==> config.mk <==
export PLATFORM = sky130hd
export DESIGN_NAME = rst_sequencer_flat
export DESIGN_NICKNAME = d
export VERILOG_FILES = /design/src/rtl/rst_sequencer_if.sv /design/src/rtl/rst_sequencer.sv /design/src/flat_wrapper.sv
export SDC_FILE = /design/constraint.sdc
export NUM_CORES = 1
export LEC_CHECK = 0
export ABC_AREA = 1
export BUFFER_PORTS_ARGS = -buffer_cell sky130_fd_sc_hd__buf_4
export CORE_MARGIN = 2
export CORE_UTILIZATION = 45
export DETAILED_ROUTE_END_ITERATION = 12
export PLACE_DENSITY_LB_ADDON = 0.2
export SYNTH_ARGS = -nofsm -noshare
export SYNTH_HDL_FRONTEND = slang
export SYNTH_SLANG_ARGS = --single-unit
==> constraint.sdc <==
create_clock -name i_sclk -period 2 [get_ports i_sclk]
set_clock_uncertainty 0.15 [all_clocks]
set_input_delay 0 -clock i_sclk [delete_from_list [all_inputs] [get_ports i_sclk]]
set_output_delay 0 -clock i_sclk [all_outputs]
set_load 0.01 [all_outputs]
==> src/rtl/rst_sequencer_if.sv <==
// rtl/rst_sequencer_if.sv - lock/sw-reset inputs and reset/status outputs of the reset sequencer
interface rst_sequencer_if;
    logic       i_locked;
    logic       i_sw_rst;
    logic       o_rst_core;
    logic       o_rst_hdmi;
    logic       o_ready;
    logic [2:0] o_state;

    // Controller side: owns the clocking-wizard lock and the software request
    modport master (
        output i_locked,
        output i_sw_rst,
        input  o_rst_core,
        input  o_rst_hdmi,
        input  o_ready,
        input  o_state
    );

    // Sequencer side
    modport slave (
        input  i_locked,
        input  i_sw_rst,
        output o_rst_core,
        output o_rst_hdmi,
        output o_ready,
        output o_state
    );
endinterface

==> src/rtl/rst_sequencer.sv <==
// rtl/rst_sequencer.sv - lock-qualified staged release of core and HDMI resets
module rst_sequencer #(
    parameter int P_LOCK_CYC = 16,
    parameter int P_CORE_DLY = 8,
    parameter int P_HDMI_DLY = 8,
    parameter int P_CNT_W    = 8
) (
    input  logic          i_sclk,
    input  logic          i_srst,
    rst_sequencer_if.slave bus
);

    localparam logic [2:0] S_WAIT_LOCK = 3'd0;
    localparam logic [2:0] S_HOLD      = 3'd1;
    localparam logic [2:0] S_CORE_UP   = 3'd2;
    localparam logic [2:0] S_RUN       = 3'd3;

    // Terminal counts: the counter stops at parameter-1, so it can never wrap
    localparam logic [P_CNT_W-1:0] L_LOCK_LAST = P_CNT_W'(P_LOCK_CYC - 1);
    localparam logic [P_CNT_W-1:0] L_CORE_LAST = P_CNT_W'(P_CORE_DLY - 1);
    localparam logic [P_CNT_W-1:0] L_HDMI_LAST = P_CNT_W'(P_HDMI_DLY - 1);
    localparam logic [P_CNT_W-1:0] L_ONE       = P_CNT_W'(1);
    localparam logic [P_CNT_W-1:0] L_ZERO      = '0;

    logic               lock_m;
    logic               lock_s;
    logic [2:0]         state;
    logic [2:0]         nxt_state;
    logic [P_CNT_W-1:0] cnt;
    logic [P_CNT_W-1:0] nxt_cnt;
    logic               rst_core_q;
    logic               rst_hdmi_q;
    logic               ready_q;
    logic [2:0]         state_q;

    // Two-flop synchronizer bringing the asynchronous lock into i_sclk
    always_ff @(posedge i_sclk) begin
        if (i_srst) begin
            lock_m <= 1'b0;
            lock_s <= 1'b0;
        end else begin
            lock_m <= bus.i_locked;
            lock_s <= lock_m;
        end
    end

    // Next state/counter; lock loss outranks the software request, normal flow is last
    always_comb begin
        nxt_state = state;
        nxt_cnt   = cnt;
        case (state)
            S_WAIT_LOCK: begin
                if (!lock_s) begin
                    nxt_cnt = L_ZERO;
                end else if (cnt == L_LOCK_LAST) begin
                    nxt_state = S_HOLD;
                    nxt_cnt   = L_ZERO;
                end else begin
                    nxt_cnt = cnt + L_ONE;
                end
            end
            S_HOLD: begin
                if (cnt == L_CORE_LAST) begin
                    nxt_state = S_CORE_UP;
                    nxt_cnt   = L_ZERO;
                end else begin
                    nxt_cnt = cnt + L_ONE;
                end
            end
            S_CORE_UP: begin
                if (cnt == L_HDMI_LAST) begin
                    nxt_state = S_RUN;
                    nxt_cnt   = L_ZERO;
                end else begin
                    nxt_cnt = cnt + L_ONE;
                end
            end
            S_RUN: begin
                nxt_cnt = L_ZERO;
            end
            default: begin
                nxt_state = S_WAIT_LOCK;
                nxt_cnt   = L_ZERO;
            end
        endcase

        if (!lock_s || bus.i_sw_rst) begin
            nxt_state = S_WAIT_LOCK;
            nxt_cnt   = L_ZERO;
        end
    end

    // State register with outputs decoded from the next state so both move on one edge
    always_ff @(posedge i_sclk) begin
        if (i_srst) begin
            state      <= S_WAIT_LOCK;
            cnt        <= L_ZERO;
            rst_core_q <= 1'b1;
            rst_hdmi_q <= 1'b1;
            ready_q    <= 1'b0;
            state_q    <= S_WAIT_LOCK;
        end else begin
            state      <= nxt_state;
            cnt        <= nxt_cnt;
            rst_core_q <= !((nxt_state == S_CORE_UP) || (nxt_state == S_RUN));
            rst_hdmi_q <= (nxt_state != S_RUN);
            ready_q    <= (nxt_state == S_RUN);
            state_q    <= nxt_state;
        end
    end

    assign bus.o_rst_core = rst_core_q;
    assign bus.o_rst_hdmi = rst_hdmi_q;
    assign bus.o_ready    = ready_q;
    assign bus.o_state    = state_q;

endmodule

==> src/flat_wrapper.sv <==
// flat-port wrapper written by rule: the top's interface ports become plain ports
module rst_sequencer_flat 
#(
    parameter int P_LOCK_CYC = 16,
    parameter int P_CORE_DLY = 8,
    parameter int P_HDMI_DLY = 8,
    parameter int P_CNT_W    = 8
)
  (i_sclk, i_srst, bus_i_locked, bus_i_sw_rst, bus_o_rst_core, bus_o_rst_hdmi, bus_o_ready, bus_o_state);
  rst_sequencer_if bus_i ();
  input  logic i_sclk;
  input  logic i_srst;
  input wire logic [$bits(bus_i.i_locked)-1:0] bus_i_locked;
  input wire logic [$bits(bus_i.i_sw_rst)-1:0] bus_i_sw_rst;
  output wire logic [$bits(bus_i.o_rst_core)-1:0] bus_o_rst_core;
  output wire logic [$bits(bus_i.o_rst_hdmi)-1:0] bus_o_rst_hdmi;
  output wire logic [$bits(bus_i.o_ready)-1:0] bus_o_ready;
  output wire logic [$bits(bus_i.o_state)-1:0] bus_o_state;
  assign bus_i.i_locked = bus_i_locked;
  assign bus_i.i_sw_rst = bus_i_sw_rst;
  assign bus_o_rst_core = bus_i.o_rst_core;
  assign bus_o_rst_hdmi = bus_i.o_rst_hdmi;
  assign bus_o_ready = bus_i.o_ready;
  assign bus_o_state = bus_i.o_state;
  rst_sequencer #(.P_LOCK_CYC(P_LOCK_CYC), .P_CORE_DLY(P_CORE_DLY), .P_HDMI_DLY(P_HDMI_DLY), .P_CNT_W(P_CNT_W)) u_core (.i_sclk(i_sclk), .i_srst(i_srst), .bus(bus_i));
endmodule
==> impl_metrics.json, run 1 <==
{
  "status": "finished clean",
  "area_delta_synth_final_pct": 23.0,
  "crit_top_cell": "nor2_1",
  "fillers": 124,
  "finalPower_mw": 0.566,
  "post-route-period-util_pct": 77.0,
  "finalInstanceArea_um2": 817,
  "yosysTopAreaCell": "dfxtp_1",
  "place_congestion": 0.763,
  "drt_iter0_markers": 2,
  "synth_cells": 84,
  "cts_tree": "built",
  "cp_max_fo": 7,
  "die_w_um": 42.4,
  "path_cells": "ha_1, nand3_1, nor2_1, o22ai_1, nand2_1, nor2_1",
  "power_density_nw_per_um2": 692,
  "routed_wirelength_um": 1320,
  "cts_max_level": 1,
  "yosysWarnings": 0,
  "synthesis.area_um2": 664,
  "die_area_um2": 1800,
  "postCtsSetupBuffers": 0,
  "hold_viol": 0,
  "core_um2": 1330,
  "via_per_inst": 4.85,
  "rsz0062_at_grt": "false",
  "wl_per_cell_um": 11.5,
  "final_nets": 106,
  "setup_violations": 0,
  "rrSetupSlack_ps": 460,
  "synth_top_area_share_pct": 48.2,
  "ys_ff_latch": 16,
  "holdCritStartpoint": "u_core.lock_m",
  "die_h_um": 42.4,
  "place_hpwl_um": 990,
  "placed_cell_area_um2": 751,
  "arrival_ps": 1580,
  "port_buffers": 9,
  "yosysUniqueCellTypes": 21,
  "syn_avg_cell_area_um2": 7.91,
  "fmax_mhz": 649,
  "seq_area_frac_synth_pct": 48.2,
  "period_minus_slack_ps": 1540,
  "reg2reg_to": "u_core.cnt[3]",
  "grt.total_usage_pct": 17.1,
  "fp-row-count": 13,
  "cpPeakStageDelay_ps": 370,
  "antenna_cells": 0,
  "rr_startpoint": "u_core.cnt[0]",
  "cts_made_buffers": 3,
  "drcViolationCount": 0,
  "final_common_cell": "nor2_1",
  "worstHoldPathCells": 2,
  "grt_start_max_net_pins": 10,
  "cpMaxStageDelayCell": "dfxtp_1",
  "via_count": 558,
  "synth.area.top_cells": "dfxtp_1 (48%), nor2_1 (9.6%), inv_1 (7.3%)",
  "antenna_left": 0,
  "fin_setup_tns_ps": 0,
  "cts_sinks": 16,
  "grt_pass1_wl_um": 2220,
  "fin_util_pct": 61.3,
  "antenna_found_initial": 0,
  "clk_path_buf_depth": 2,
  "pin_count": 10,
  "gr-total-overflow": 0,
  "clk_latency_ps": 300,
  "dr.pass1.iters": 4,
  "start_util_pct": 49.8,
  "reg2regPathDepth": 6,
  "slew_violations": 0,
  "cellLeakagePower_nw": 0.341,
  "critPathKind": "reg -> reg",
  "drive_above_1_share_pct": 19.0,
  "startpoint_type": "flip-flop",
  "grt_pass1_vias": 556,
  "clockRootBuffer": "clkbuf_4",
  "maxCapViolCount": 0,
  "final_cell_mix": "nor2_1 (17), dfxtp_1 (16), inv_1 (13)",
  "hold_path.class": "reg -> reg",
  "ir_worst_vdd_mv": 0.380,
  "worstPathRequired_ps": 2040,
  "clk_pin_slew_ps": 100,
  "synth_fp_nets": 89,
  "cp-end-kind": "flip-flop",
  "min_to": "u_core.lock_s"
}
## report_power, final
| part | total [mW] | switching (mW) | internal, mW |
|---|---|---|---|
| clock network | 0.222 | 0.111 | 0.111 |
| logic | 0.0196 | 0.00810 | 0.0115 |
| registers | 0.323 | 0.00209 | 0.321 |
| total | 0.566 | 0.121 | 0.444 |
## cells in the mapped netlist (all sizes together)
library cell	count
nand3b	1
conb	1
a211oi	1
nand2	10
xnor2	3
dfxtp	16
xor2	3
nor2	20
inv	14
o21ai	3
or2	1
ha	1
nand4	1
a21oi	2
nand3	5
nor3b	1
o22ai	1
## cell families after synthesis
| group | Yosys count | share of synthesized area, % |
|---|---|---|
| flops | 16 | 48.2 |
| buf+inv | 14 | 7.91 |
| compound gates | 7 | 6.40 |
| xor+xnor | 6 | 7.91 |
| simple gates | 39 | 27.1 |
| fa+ha+maj | 1 | 1.88 |
| other cells | 1 | 0.564 |
## worst max path at each step
stage / start / to
5_1_grt: u_core.cnt[0] / u_core.state[0]
4_1_cts: u_core.cnt[0] / u_core.cnt[3]
2_1_floorplan: u_core.cnt[0] / u_core.cnt[0]
3_5_place_dp: u_core.cnt[0] / u_core.cnt[3]
6_report: u_core.cnt[0] / u_core.cnt[3]
3_3_place_gp: u_core.cnt[0] / u_core.cnt[7]
## through the flow
step	hold slack [ps]	instances	setup slack, ps
finish	271	115	459
global route	284	115	285
CTS	271	115	439
detailed placement	39.7	108	444
global placement	38.0	108	540
floorplan	-78.8	84	636
## sequential cells by signal (all words and copies together) (netlist names)
| name | flops |
|---|---|
| u_core.bus.o_rst_hdmi | 1 |
| u_core.bus.o_ready | 1 |
| u_core.lock_m | 1 |
| u_core.bus.o_rst_core | 1 |
| u_core.lock_s | 1 |
| u_core.state | 3 |
| u_core.cnt | 8 |
## final cells by class
| type | instances | area (um^2) | area share, % |
|---|---|---|---|
| clock buffers | 4 | 36.3 | 4.44 |
| repair buffers | 12 | 97.6 | 11.9 |
| flip-flops and latches | 16 | 320 | 39.2 |
| multi-input cells | 54 | 292 | 35.7 |
| well taps | 15 | 18.8 | 2.30 |
| inverters | 14 | 52.6 | 6.43 |
## repair_timing
item,in CTS,in global routing
hold buffers,3,0
endpoints found under the hold margin,8,0
resized for setup,0,0
## critical path: cells and delay by family (launching register included)
| family | cells | cell delay [ps] |
|---|---|---|
| and+or+nand+nor | 4 | 590 |
| adders and majority gates | 1 | 210 |
| DFF | 1 | 370 |
| AOI/OAI and AO/OA | 1 | 120 |
## metal layers
layer	global-route usage, %	wire [um]	vias up
met3	5.17	52	7
met1	16.6	539	249
met4	13.1	54	0
met2	29.8	671	13
met5	0	0	-
li1	-	-	289
(Power assumes the default switching activity.)
==> run 2, diff against run 1 <==
==> constraint.sdc (replaced) <==
create_clock -name i_sclk -period 1.5 [get_ports i_sclk]
set_clock_uncertainty 0.15 [all_clocks]
set_input_delay 0 -clock i_sclk [delete_from_list [all_inputs] [get_ports i_sclk]]
set_output_delay 0 -clock i_sclk [all_outputs]
set_load 0.01 [all_outputs]
==> run 2 against run 1 <==
Sequential power is 33% higher. Final cell count grew 0.87%. Global-route usage fell by 1.7 points. Cell area up 4.3%. Count of clock-buffer cells in the layout is the same. Worst hold slack got worse by 4.9 ps. Largest cell class unchanged. Combinational power grew 35%. Critical path depth is the same. First-iteration DRC count rose to 5.5 times the previous value. Die area did not move.
==> impl_metrics.json, run 2 (same netlist as run 1, synthesis figures left out) <==
{
  "status": "finished clean",
  "clk_path_buf_depth": 2,
  "cts_tree": "built",
  "p_switching_mw": 0.142,
  "port_buffers": 9,
  "die_w_um": 42.4,
  "ir_worst_vdd_mv": 0.511,
  "routed-wl-met2_um": 586,
  "cpPeakStageDelay_ps": 380,
  "place_congestion": 0.777,
  "final_cell_mix": "nor2_1 (15), dfxtp_1 (14), inv_1 (13)",
  "grt.total_usage_pct": 15.5,
  "final_common_cell": "nor2_1",
  "startpoint_type": "flip-flop",
  "hold_path.class": "reg -> reg",
  "gr-total-overflow": 0,
  "fmax_mhz": 723,
  "post-route-period-util_pct": 92.2,
  "wl_per_cell_um": 10.0,
  "drcViolationCount": 0,
  "cp_max_fo": 7,
  "cts_made_buffers": 3,
  "clockRootBuffer": "clkbuf_4",
  "antenna_found_initial": 0,
  "critPathKind": "reg -> reg",
  "arrival_ps": 1410,
  "cpMaxStageDelayCell": "dfxtp_2",
  "pwr-share-clk_pct": 37.7,
  "rsz0062_at_grt": "false",
  "fin_util_pct": 63.9,
  "start_util_pct": 49.8,
  "clk_latency_ps": 290,
  "die_area_um2": 1800,
  "postCtsSetupBuffers": 0,
  "pwr-share-comb_pct": 3.6,
  "dr.pass1.iters": 3,
  "worstPathBufferInverterCount": 0,
  "critPathTopFamily": "simple AND/OR/NAND/NOR gates",
  "final_nets": 107,
  "path_cells": "ha_4, nand3_1, nor2_2, o22ai_1, nand2_2, nor2_1",
  "drt_iter0_markers": 11,
  "grt_pass1_vias": 534,
  "via_count": 542,
  "grt_start_max_net_pins": 10,
  "worstHoldPathCells": 2,
  "power_density_nw_per_um2": 861,
  "antenna_cells": 0,
  "cp-end-kind": "flip-flop",
  "maxCapViolCount": 0,
  "die_h_um": 42.4,
  "cellLeakagePower_nw": 0.348,
  "top_regs": "u_core.cnt (8), u_core.state (3)",
  "grt_pass1_wl_um": 2060,
  "via_per_inst": 4.67,
  "place_hpwl_um": 856,
  "route.met3.wl_um": 34,
  "slew_violations": 0,
  "hold_viol": 0,
  "reg2reg_to": "u_core.cnt[3]",
  "holdCritStartpoint": "u_core.lock_m",
  "core_um2": 1330,
  "rrSetupSlack_ps": 120,
  "intPower_mw": 0.592,
  "cts_max_level": 1,
  "fin_setup_tns_ps": 0,
  "min_to": "u_core.lock_s",
  "setup_violations": 0,
  "drive_above_1_share_pct": 26.7,
  "pin_count": 10,
  "worstPathRequired_ps": 1530,
  "area_delta_synth_final_pct": 28.2,
  "period_minus_slack_ps": 1380,
  "antenna_left": 0,
  "reg2regPathDepth": 6,
  "clk_pin_slew_ps": 90,
  "seq_power_share_pct": 58.7,
  "swShare_pct": 19.4,
  "fp-row-count": 13,
  "routed_wirelength_um": 1160,
  "cts_sinks": 16,
  "regMostFlops": "u_core.cnt",
  "top_layer_used": "met4",
  "wl_met1_um": 502,
  "rr_startpoint": "u_core.cnt[0]",
  "largest_register_ffs": 8
}
[run 2: cell types whose count changed in the layout (fill, tap and decap cells not counted), moves of 2 or more]
cell	delta
dfxtp_1	-2
dfxtp_2	+2
nor2_1	-2
nor2_2	+2
[run 2: layer usage]
metal,track usage [%],vias to the layer above
li1,-,292
met2,28.0,9
met5,0,-
met1,15.6,236
met3,2.59,5
met4,11.3,0
[run 2: cell type report]
cell class / count / area [um^2]
Fill cell: 119 / 482
Sequential cell: 16 / 323
Multi-Input combinational cell: 54 / 317
Timing Repair Buffer: 13 / 105
Inverter: 14 / 52.6
Clock buffer: 4 / 36.3
Tap cell: 15 / 18.8
[run 2: worst max-delay path by stage]
stage                             start  depth (start not counted)  slack, ps              end
after floorplan           u_core.cnt[0]                          6        140    u_core.cnt[0]
after global placement    u_core.cnt[0]                          6         30    u_core.cnt[0]
after detailed placement  u_core.cnt[0]                          6        -70    u_core.cnt[0]
after CTS                 u_core.cnt[0]                          9          3  u_core.state[0]
after global routing      u_core.cnt[0]                          7         10  u_core.state[0]
final                     u_core.cnt[0]                          6        120    u_core.cnt[3]
[run 2: power by group through the flow]
stage                     Combinational (mW)  Sequential [mW]  Clock (mW)
after floorplan                      0.00836            0.441           0
after global placement                0.0194            0.441           0
after detailed placement              0.0197            0.441           0
after CTS                             0.0263            0.431       0.288
after global routing                  0.0294            0.432       0.305
final                                 0.0265            0.431       0.276
[run 2: tightest hold or removal path: cells and delay by family (launching register included)]
family                 cells  cell delay, ps
buffers and inverters      1              40
and+or+nand+nor            1              30
DFF                        1             310
[run 2: what timing repair did]
| action | in CTS | in global routing |
|---|---|---|
| hold endpoints to repair | 8 | 0 |
| endpoints found under the setup margin | 9 | 10 |
| hold buffers | 3 | 0 |
| pin swaps | 0 | 2 |
| resized for setup | 4 | 5 |
[run 2: metrics by stage]
stage / hold slack [ps] / cells / instance area [um^2] / setup slack, ps / power (mW)
after floorplan: -78.8 / 84 / 664 / 136 / 0.449
after global placement: 38.9 / 109 / 758 / 33.4 / 0.460
after detailed placement: 37.6 / 109 / 758 / -65.4 / 0.461
after CTS: 271 / 116 / 835 / 2.52 / 0.745
after global routing: 300 / 116 / 852 / 12.9 / 0.766
final: 266 / 116 / 852 / 117 / 0.734
==> run 3, diff against run 2 <==
==> constraint.sdc (replaced) <==
create_clock -name i_sclk -period 1.5 [get_ports i_sclk]
set_clock_uncertainty 0.15 [all_clocks]
set_input_delay 0 -clock i_sclk [delete_from_list [all_inputs] [get_ports i_sclk]]
set_output_delay 0 -clock i_sclk [all_outputs]
set_load 0.1 [all_outputs]
==> run 3 against run 2 <==
Worst hold slack worse by 2.1 ps. Global-route usage fell by 0.72 points. Critical path depth grew 3. Maximum frequency shrank 1.4%. Non-clock buffer count fell by 1. Critical path type unchanged. Combinational power is 41% higher.
==> impl_metrics.json, run 3 (same netlist as run 1, synthesis figures left out) <==
{
  "place_hpwl_um": 814,
  "fillers": 124,
  "maxCapViolCount": 0,
  "fmax_mhz": 713,
  "antenna_left": 0,
  "die_w_um": 42.4,
  "clk_pin_slew_ps": 90,
  "die_area_um2": 1800,
  "rrSetupSlack_ps": 100,
  "hold_slack_ps": 264,
  "regMostFlops": "u_core.cnt",
  "p_switching_mw": 0.151,
  "gr-total-overflow": 0,
  "cts_max_level": 1,
  "cts_sinks": 16,
  "startpoint_type": "flip-flop",
  "cts_made_buffers": 3,
  "hold_path.class": "reg -> reg",
  "stdcell_count": 115,
  "finalInstanceArea_um2": 858,
  "critPathLaunch": "u_core.cnt[1]",
  "antenna_cells": 0,
  "wl_met1_um": 572,
  "top_regs": "u_core.cnt (8), u_core.state (3)",
  "pwr-share-clk_pct": 33.2,
  "worstPathRequired_ps": 1570,
  "seq_power_share_pct": 61.4,
  "slew_violations": 0,
  "grt_pass1_wl_um": 2000,
  "place_congestion": 0.720,
  "period_minus_slack_ps": 1400,
  "hold_viol": 0,
  "critPathKind": "reg -> reg",
  "via_count": 559,
  "route.met3.wl_um": 46,
  "grt_start_max_net_pins": 10,
  "dr.pass1.iters": 4,
  "drt_iter0_markers": 8,
  "via_per_inst": 4.86,
  "area_delta_synth_final_pct": 29.2,
  "top_layer_used": "met4",
  "clockRootBuffer": "clkbuf_4",
  "largest_register_ffs": 8,
  "die_h_um": 42.4,
  "swShare_pct": 21.7,
  "status": "finished clean",
  "drcViolationCount": 0,
  "setup_violations": 0,
  "pwr-share-comb_pct": 5.4,
  "finalPower_mw": 0.694,
  "dp.cells": 108,
  "placed_cell_area_um2": 762,
  "post-route-period-util_pct": 93.5,
  "drive_above_1_share_pct": 29.0,
  "final_cell_mix": "nor2_1 (15), inv_1 (13), dfxtp_1 (12)",
  "antenna_found_initial": 0,
  "core_um2": 1330,
  "cellLeakagePower_nw": 0.340,
  "cp-end-kind": "flip-flop",
  "grt.total_usage_pct": 14.7,
  "arrival_ps": 1480,
  "rr_startpoint": "u_core.cnt[1]",
  "start_util_pct": 49.8,
  "clk_path_buf_depth": 2,
  "pin_count": 10,
  "cts_tree": "built",
  "clk_latency_ps": 280,
  "cp_max_fo": 3,
  "routed-wl-met2_um": 589,
  "holdCritStartpoint": "u_core.lock_m",
  "final_common_cell": "nor2_1",
  "fin_setup_tns_ps": 0,
  "wl_per_cell_um": 10.9,
  "fp-row-count": 13,
  "grt_pass1_vias": 494,
  "ir_worst_vdd_mv": 0.432,
  "routed_wirelength_um": 1250,
  "port_buffers": 9,
  "intPower_mw": 0.543,
  "final_nets": 106,
  "power_density_nw_per_um2": 809
}
## run 3: cell count changes in the layout (fill, tap and decap cells not counted)
cell and change:
buf_4 -1, clkbuf_1 +1, clkbuf_8 -1, dfxtp_1 -2
dfxtp_2 -1, dfxtp_4 +3, nand2_1 -1, nand2_2 +1
nor2_2 -1, nor2_4 +1, o22ai_1 -1, o22ai_2 +1
## run 3: layout make-up
cell class                 instances  area [um^2]  share of cell area (%)
sequential                        16          333                    38.8
multi-input combinational         54          330                    38.5
timing repair buffer              12         97.6                    11.4
inverter                          14         52.6                    6.12
clock buffer                       4         26.3                    3.06
tap                               15         18.8                    2.19
## run 3: final timing paths
path / depth (start not counted) / end
max: 9 / u_core.state[0]
min: 2 / u_core.lock_s
max reg2reg: 9 / u_core.state[0]
min reg2reg: 2 / u_core.lock_s
## run 3: power groups by stage
stage	sequential (mW)	clock (mW)	combinational (mW)
final	0.426	0.230	0.0374
after global routing	0.427	0.259	0.0400
after CTS	0.427	0.238	0.0363
after detailed placement	0.437	0	0.0299
after global placement	0.437	0	0.0293
after floorplan	0.447	0	0.00834
## run 3: stage by stage
step	util (%)	setup WS, ps
floorplan	-	123
global placement	57.1	-19.6
detailed placement	57.1	-32.9
CTS	61.5	21.6
global route	64.4	-19.1
finish	64.4	97.7
## run 3: what timing repair did
item / 4_1_cts / 5_1_grt
resized for setup: 1 / 10
pin swaps: 0 / 3
hold buffers: 3 / 0
endpoints found under the hold margin: 8 / 0
buffers inserted: 0 / 0
endpoints found under the setup margin: 7 / 11
## run 3: per-layer routing
| layer | global-route usage, % | vias to the layer above |
|---|---|---|
| met4 | 9.38 | 0 |
| met3 | 2.59 | 7 |
| met2 | 24.9 | 15 |
| li1 | - | 290 |
| met5 | 0 | - |
| met1 | 16.9 | 247 |
## run 3: worst max-delay path, stage by stage, from the launching register on
cell and delay, ps:
dfxtp_1 370, ha_4 160, nand3_2 110, nor2_2 150, nand2_1 60, nand2_1 60
inv_1 30, nand2_1 70, nand2_1 80, nor2_1 80
